<file path="src/rtl/gate_identifier.sv">
// gate_identifier: exercises an unknown two-input gate with all four input
// combinations, waits SETTLE_CYCLES extra cycles per combination, samples the
// gate output into a truth table and reports which standard function it is.
module gate_identifier #(
  parameter int unsigned SETTLE_CYCLES = 2
) (
  input  logic       clk,
  input  logic       rst,
  input  logic       start,
  input  logic       y_in,
  output logic       a_out,
  output logic       b_out,
  output logic       busy,
  output logic       done,
  output logic [3:0] truth,
  output logic [2:0] gate_code,
  output logic       valid
);

  // Last counter value of a combination; the sample is taken on this cycle.
  localparam logic [3:0] SettleLast = 4'(SETTLE_CYCLES);

  typedef enum logic [1:0] {
    StIdle,
    StDrive,
    StReport
  } state_e;

  state_e     state;
  logic [1:0] combo;
  logic [3:0] count;
  logic [3:0] shadow;

  logic [2:0] match_code;
  logic       match_valid;

  // Decode the captured table into a function code; unknown tables report 0/invalid.
  always_comb begin
    match_code  = 3'd0;
    match_valid = 1'b1;
    unique case (shadow)
      4'b1000: match_code = 3'd0;  // AND
      4'b1110: match_code = 3'd1;  // OR
      4'b0011: match_code = 3'd2;  // NOT a
      4'b0101: match_code = 3'd3;  // NOT b
      4'b0111: match_code = 3'd4;  // NAND
      4'b0001: match_code = 3'd5;  // NOR
      4'b0110: match_code = 3'd6;  // XOR
      4'b1001: match_code = 3'd7;  // XNOR
      default: begin
        match_code  = 3'd0;
        match_valid = 1'b0;
      end
    endcase
  end

  // Sequencer with registered outputs: stimulus changes only on combo boundaries.
  always_ff @(posedge clk) begin
    if (rst) begin
      state     <= StIdle;
      combo     <= 2'd0;
      count     <= 4'd0;
      shadow    <= 4'd0;
      a_out     <= 1'b0;
      b_out     <= 1'b0;
      busy      <= 1'b0;
      done      <= 1'b0;
      truth     <= 4'd0;
      gate_code <= 3'd0;
      valid     <= 1'b0;
    end else begin
      done <= 1'b0;
      unique case (state)
        StIdle: begin
          if (start) begin
            state <= StDrive;
            combo <= 2'd0;
            count <= 4'd0;
            a_out <= 1'b0;
            b_out <= 1'b0;
            busy  <= 1'b1;
          end
        end

        StDrive: begin
          if (count == SettleLast) begin
            shadow[combo] <= y_in;
            if (combo == 2'd3) begin
              // Stimulus returns to 00 for the report cycle.
              state <= StReport;
              a_out <= 1'b0;
              b_out <= 1'b0;
              done  <= 1'b1;
            end else begin
              combo          <= combo + 2'd1;
              count          <= 4'd0;
              {a_out, b_out} <= combo + 2'd1;
            end
          end else begin
            count <= count + 4'd1;
          end
        end

        StReport: begin
          state     <= StIdle;
          busy      <= 1'b0;
          truth     <= shadow;
          gate_code <= match_code;
          valid     <= match_valid;
        end

        default: begin
          state <= StIdle;
          busy  <= 1'b0;
          a_out <= 1'b0;
          b_out <= 1'b0;
        end
      endcase
    end
  end

endmodule
</file>
<file path="config.mk">
export PLATFORM = sky130hd
export DESIGN_NAME = gate_identifier
export DESIGN_NICKNAME = d
export VERILOG_FILES = /design/src/rtl/gate_identifier.sv
export SDC_FILE = /design/constraint.sdc
export NUM_CORES = 1
export LEC_CHECK = 0
export ABC_AREA = 1
export BUFFER_PORTS_ARGS = -buffer_cell sky130_fd_sc_hd__buf_4
export CAP_MARGIN = 20
export CORE_MARGIN = 1
export CORE_UTILIZATION = 25
export CTS_CLUSTER_SIZE = 25
export DETAILED_ROUTE_END_ITERATION = 8
export PLACE_DENSITY = 0.47
export SYNTH_ARGS = -nofsm -noshare
export SYNTH_HDL_FRONTEND = slang
export SYNTH_SLANG_ARGS = --single-unit
</file>
<file path="constraint.sdc">
create_clock -name clk -period 3.4 [get_ports clk]
set_input_delay 0.34 -clock clk [delete_from_list [all_inputs] [get_ports clk]]
set_output_delay 0.34 -clock clk [all_outputs]
set_load 0.05 [all_outputs]
</file>
; Word-level counts from Yosys, hierarchy flattened
; Cells that the tools add are included.
[totals]
regBits = 24
input_bits = 4
output_inout_bits = 12
wordCells = 73
[op_classes]
addsub = 2
n_lt_le_gt_ge = 2
n_eq_ne = 17
muxes = 27
bitwise = 3
reduce_logical = 11
[op_table]
columns = operator, n
row1 = $pmux W3 S7, 1
row2 = $eq A4 B3 Y1 const B, 3
row3 = $eq A4 B4 Y1 const B, 3
row4 = $mux W2, 6
row5 = $mux W4, 3
row6 = $mux W1, 9
row7 = $reduce_and A3 Y1, 3
row8 = $eq A4 B2 Y1 const B, 2
row9 = $ne A2 B2 Y1 const B, 4
row10 = $pmux W2 S2, 2
row11 = $pmux W4 S2, 1
row12 = $reduce_or A8 Y1, 1
row13 = $pmux W1 S3, 2
row14 = $add A4 B1 Y4 const B, 1
row15 = $bwmux W4, 1
row16 = $eq A2 B2 Y1 const B, 2
row17 = $eq A4 B1 Y1 const B, 1
row18 = $reduce_and A2 Y1, 2
row19 = $reduce_and A4 Y1, 1
row20 = $lt A2 B3 Y1 const B, 1
row21 = $ne A3 B3 Y1 const B, 1
row22 = $not A1 Y1, 3
row23 = $reduce_or A3 Y1, 1
row24 = $add A2 B1 Y2 const B, 1
row25 = 7 further kinds, 7

; Depth between registers and ports, before layout
; Gate-level depths: netlist of run 1.
[depth]
ltp_word = 5
depth_mapped = 8
depth_no_buf = 8

; Worst setup path after synthesis of run 1
; Ideal clock, no wire load.
[synth_timing]
path_type = register to register
startpoint = register count[0]
endpoint = register a_out
setup_time_ns = 0.117
t_arrival_ns = 1.042
required_time_ns = 3.283
setup_slack_ns = 2.241
path_stages_with_launch = 7
n_path_buf = 0
synth_period_minus_slack_ns = 1.159
cell_sequence = dfxtp_1 -> inv_1 -> ha_1 -> nand2_4 -> nand2_4 -> a21oi_1 -> nor2_1
[synth_via]
elab_chain_cells = 3
[synth_rtl]
columns = element, line
row1 = from (decl), 31  ; logic [3:0] count;
row2 = from (signal assigned), 100  ; count <= count + 4'd1;
row3 = $eq A4 B2 Y1, 86  ; if (count == SettleLast) begin
row4 = $ne A2 B2 Y1 (no line), --
row5 = $reduce_and A3 Y1 (no line), --
row6 = to (signal assigned), 97  ; {a_out, b_out} <= combo + 2'd1;
row7 = to (decl), 11  ; output logic a_out,
; Every way passes these cells.
; A chain may end at the register's enable or synchronous reset.

; Final worst setup path of run 1
[layout_timing]
startpoint = register combo[0]
endpoint = register combo[1]
[layout_via]
elab_chain_cells = 4
elab_cells_between_ends = 7
cone_classes = add/sub (1) / eq/ne (2) / mux (3) / reduce/logical (1)
[layout_rtl]
columns = element, line
row1 = from (decl), 30  ; logic [1:0] combo;
row2 = from (signal assigned), 95  ; combo <= combo + 2'd1;
row3 = $add A2 B1 Y2, 95
row4 = $mux W2, 88  ; if (combo == 2'd3) begin
row5 = $mux W2, 86
row6 = $pmux W2 S2, 73  ; unique case (state)
; Parallel ways exist; a longest one is shown, timed or not. The select of a mux whose other input is x is not followed.

==> metrics, run 1 <==
status=finished clean; Cells after Synth=152; total number of vias=1,027; clock sinks=24; max-cap violations=0; Nets=179; fraction of synthesis flops using an asynchronous set or reset pin=0; hold buffer count at cts=0; Final Hold Violating Endpoints=0; Clock Skews=0.004550 ns; Overflow after GRT=0; global-route usage over all layers=0.1147; Setup CP Type=reg -> reg; Distinct cells, synth=26; startpoint types=register; Core ar.=4444 µm²; clk buf depth=2; Routed WL per cell=11.67 µm; CTS Root Cell=clkbuf_8; I/O Pins=16; Seq/Total Area, Yosys=0.4051; DIE AREA=5024 µm²; antenna-violating nets left=0; vias in the first global route=1,018; die width=70.88 µm; Worst setup EP type=register; worst r2r dst=combo[1]; flops & latches, synth=24; post-route core utilization=0.3156; area grow syn2layout=18.25%; CP max stage delay=0.35 ns; Detailed Place HPWL=1860 µm; Detailed Routing Iterations Pass 1=4; CTS clk-pin slew, worst paths=0.09 ns; port bufs=15; dominant synthesized flop cell=dfxtp_1; Final Cycle Share=0.3799; Final Wtd Congestion=0.8044; area of the mapped netlist=1186 µm²; top post-synthesis cells by area=dfxtp_1 41%, a21oi_1 9.3%, nand2_1 8.2%; Yosys top cell area share=0.4051; Final TNS setup=0 ns; critical path launch point=combo[0]; H-tree levels=1; CP cell instances=ha_1 -> a21oi_1 -> nand3_2 -> nand2_1 -> inv_1 -> nor2_1; post-route minimum period=1.292 ns; row count=24; clock latency at the later pin of the worst-skew pair=0.27 ns; DR DRC count=0; Detailed Route WL=2568 µm; worst reg-to-reg setup slack=2.11 ns; largest net degree at the start of global routing=17; total CTS buffers=3; Final Max Slew Viols=0; R2R Path Start=combo[0]; crit-path max FO=5; count of yosys warnings during synthesis=0; Via density=4.668; Setup Buffers After CTS=0; CP max stage cell=dfxtp_1; FMAX=774.1 MHz; RSZ-0062 raised after global routing=false; min-delay worst type=in -> reg; Slew headroom=0.7613; Slew @ Worst Pin=0.3576 ns; cell depth of the worst flop-to-flop path=6; proportion of layout cells with a drive suffix above 1=0.1905; 1st-iter DRT viols=75; Avg Cell Area, Syn=7.804 µm²; cell type with the largest total area after synthesis=dfxtp_1; cts repair resizes=0; worst path arrival time=1.50 ns; CTS tree=done; crit path to=combo[1]; Starting Density=0.2669; VDD IR-drop max=0.2087 mV; # diodes=0; power per cell area=413.2 nW/µm²; P_leak=0.5837 nW; global-route wire length before repair=4609 µm; Die H=70.88 µm; initial antenna violation count=0; Required @ worst endpoint=3.61 ns; Post-synth EDFFs=0; Mapped Nets=162; Final Setup Violations=0
[layer usage]
metal	GRT usage	routed length, µm
met1	0.1496	1204
met2	0.1816	1183
met3	0.03704	151
met4	0.03333	29
met5	0	0
[cells in the mapped netlist, types with 2 or more instances]
master,number
a21oi_1,22
inv_2,2
dfxtp_1,24
nand3b_1,2
nor2_1,13
nand3_1,16
nand4_1,4
nand2_4,3
inv_1,11
o21ai_0,9
nand2_1,26
ha_1,6
[per-stage QoR]
stage | worst slack [ns] | hold slack (ns) | std cells | power (W) | area (µm²)
2_1_floorplan | 2.241 | 0.4091 | 152 | 0.0003649 | 1186
3_3_place_gp | 2.136 | 0.4714 | 216 | 0.0003856 | 1348
3_5_place_dp | 2.140 | 0.4853 | 216 | 0.0003866 | 1348
4_1_cts | 2.119 | 0.3392 | 220 | 0.0005861 | 1403
5_1_grt | 1.960 | 0.3429 | 220 | 0.0006106 | 1403
6_report | 2.108 | 0.3380 | 220 | 0.0005796 | 1403
[registers in the layout (all words and copies together), names as in the netlist]
signal,flops
shadow,4
count,4
busy,1
gate_code,3
a_out,1
b_out,1
truth,4
done,1
valid,1
state,2
combo,2
[critical path: cells and delay by family (launching register included)]
| kind | cells | cell delay [ns] |
|---|---|---|
| adders and majority gates | 1 | 0.27 |
| and+or+nand+nor | 3 | 0.28 |
| DFF | 1 | 0.35 |
| buffers and inverters | 1 | 0.04 |
| AOI/OAI and AO/OA | 1 | 0.30 |
[cells by family after synthesis]
logic type,after synthesis,share of synthesized area
buffers and inverters,17,0.06224
flip-flops,24,0.4051
adder cells (fa/ha/maj),6,0.06329
AND/OR/NAND/NOR,72,0.3270
AO/OA/AOI/OAI,33,0.1424
[cell type report]
| type | count | area [µm²] |
|---|---|---|
| Fill cell | 470 | 3042 |
| Tap cell | 52 | 65.06 |
| Sequential cell | 24 | 480.5 |
| Timing Repair Buffer | 15 | 112.6 |
| Clock buffer | 4 | 55.05 |
| Multi-Input combinational cell | 111 | 631.9 |
| Inverter | 14 | 57.56 |
[cell usage in the layout, fill, tap and decap left out, types with 4 or more instances in the layout]
cell,synthesis,layout
nand2_1,26,26
dfxtp_1,24,24
a21oi_1,22,22
nand3_1,16,16
buf_4,1,15
nor2_1,13,13
inv_1,11,11
o21ai_0,9,9
ha_1,6,6
nand4_1,4,4
clkbuf_8,0,4
[where the power goes]
| group | switching, W | total (W) | internal (W) |
|---|---|---|---|
| combinational | 0.0000543 | 0.0000819 | 0.0000276 |
| sequential | 0.00000886 | 0.000298 | 0.000290 |
| clock | 0.0000957 | 0.000199 | 0.000104 |
| total | 0.000159 | 0.000580 | 0.000421 |
[worst min path at each step]
| stage | from | endpoint | cells after the start |
|---|---|---|---|
| global placement | b_out | b_out | 2 |
| CTS | rst | count[2] | 2 |
| floorplan | rst | state[0] | 1 |
| finish | rst | count[0] | 2 |
| global route | rst | count[2] | 2 |
| detailed placement | shadow[1] | shadow[1] | 2 |
(Power assumes the default switching activity.)
==> inputs of run 2 (changes only) <==
- PLACE_DENSITY: 0.47 -> 0.49
- clock period: 3.4 -> 1.1 ns (I/O delays scaled with it)
==> run 2 against run 1 <==
Effect of this change:
- final cell count increased by 7.3%
- clock skew increased by 0.0011 ns
- sequential power increased to 3.1 times the previous value
- non-clock buffer count increased by 17
- worst hold slack got worse by 0.23 ns
- via count increased by 7.7%
- first-iteration DRC count decreased by 51%
- fmax increased by 19%
- global-route usage increased by 0.40 points
- critical path type unchanged
- largest cell class unchanged
==> metrics, run 2 (synthesized netlist as in run 1, its figures left out) <==
status=finished clean; CTS tree=done; Starting Density=0.2669; Core ar.=4444 µm²; Crit path buffers/inverters=1; VDD IR-drop max=0.8088 mV; proportion of layout cells with a drive suffix above 1=0.3859; RSZ-0062 raised after global routing=true; Clock Skews=0.005665 ns; worst slack, placed=-0.03917 ns; H-tree levels=1; Hold Crit Endpoint=count[1]; CP max stage cell=dfxtp_2; post-route core utilization=0.3612; Die H=70.88 µm; Overflow after GRT=0; Nets=196; area grow syn2layout=35.34%; Setup CP Type=reg -> reg; Final Hold Violating Endpoints=0; clock sinks=24; final worst slack=0.01015 ns; vias in the first global route=1,120; clk buf depth=2; DR DRC count=0; startpoint types=register; Slew headroom=0.7718; Slew @ Worst Pin=0.3419 ns; Final Wtd Congestion=0.8412; crit-path max FO=3; FMAX=917.6 MHz; hold buffer count at cts=0; Final Setup Violations=0; row count=24; port bufs=15; CTS clk-pin slew, worst paths=0.08 ns; commonest non-fill, non-tap cell in the layout=buf_4; hold path start=rst; Power, Total=0.001744 W; total CTS buffers=3; initial antenna violation count=0; largest net degree at the start of global routing=15; Final Max Slew Viols=0; Final Cycle Share=0.9908; R2R Path Start=combo[1]; die width=70.88 µm; clock latency at the later pin of the worst-skew pair=0.26 ns; min-delay worst type=in -> reg; worst r2r dst=combo[1]; Worst Hold Depth=2; Detailed Route WL=2747 µm; antenna-violating nets left=0; CTS Root Cell=clkbuf_8; CP top delay family=flip-flops; CP cell instances=inv_1 -> ha_1 -> nand3_2 -> nand4_1 -> nand2_1 -> nor2_1; Required @ worst endpoint=1.26 ns; most frequent cells in the layout=31 x buf_4, 23 x nand2_1, 19 x a21oi_1; Worst setup EP type=register; worst path arrival time=1.25 ns; power per cell area=1086 nW/µm²; largest registers=count (4), shadow (4), truth (4); Via density=4.686; max-cap violations=0; # diodes=0; Routed WL per cell=11.64 µm; CP max stage delay=0.35 ns; total number of vias=1,106; global-route wire length before repair=4774 µm; worst reg-to-reg setup slack=0.01 ns; Detailed Routing Iterations Pass 1=4; cell depth of the worst flop-to-flop path=6; Detailed Place HPWL=2047 µm; DIE AREA=5024 µm²; P_leak=0.6701 nW; post-route minimum period=1.090 ns; global-route usage over all layers=0.1188; 1st-iter DRT viols=37; I/O Pins=16
-- run 2: worst max path at each step --
stage,start,end,slack [ns],cells past startpoint
final,combo[1],combo[1],0.01,6
after global routing,count[0],shadow[1],-0.07,6
after CTS,combo[1],combo[1],0.002,6
after detailed placement,combo[0],combo[1],-0.04,6
after global placement,combo[0],combo[1],-0.03,6
after floorplan,combo[0],combo[1],0.005,6
-- run 2: metrics by stage --
stage / TNS (ns) / hold WS [ns] / area, µm² / instances
after floorplan: 0 / 0.1791 / 1206 / 152
after global placement: -0.07478 / 0.3968 / 1488 / 232
after detailed placement: -0.2073 / 0.3951 / 1488 / 232
after CTS: 0 / 0.09889 / 1573 / 236
after global routing: -0.6324 / 0.1096 / 1605 / 236
final: 0 / 0.1060 / 1605 / 236
-- run 2: final cells by class --
cell class / instances / area [µm²]
Inverter: 14 / 60.06
Timing Repair Buffer: 32 / 252.7
Multi-Input combinational cell: 111 / 693.2
Clock buffer: 3 / 41.29
Tap cell: 52 / 65.06
Fill cell: 472 / 2839
Sequential cell: 24 / 493.0
-- run 2: layer usage --
layer | global-route usage | vias to the layer above | share of wire
met3 | 0.03704 | 4 | 0.041
met4 | 0.02667 | 0 | 0.013
li1 | - | 577 | -
met2 | 0.2062 | 22 | 0.49
met5 | 0 | - | 0
met1 | 0.1440 | 503 | 0.46
-- run 2: what timing repair did --
item / CTS / global route
buffers inserted: 1 / 0
resized for setup: 10 / 11
pin swaps: 5 / 3
endpoints found under the setup margin: 13 / 16
gates cloned: 0 / 0
-- run 2: report_power, final --
| group | switching, W | total (W) | internal, W |
|---|---|---|---|
| Clock | 0.000268 | 0.000512 | 0.000245 |
| Combinational | 0.000185 | 0.000310 | 0.000125 |
| Sequential | 0.0000248 | 0.000921 | 0.000897 |
| Total | 0.000478 | 0.00174 | 0.00127 |
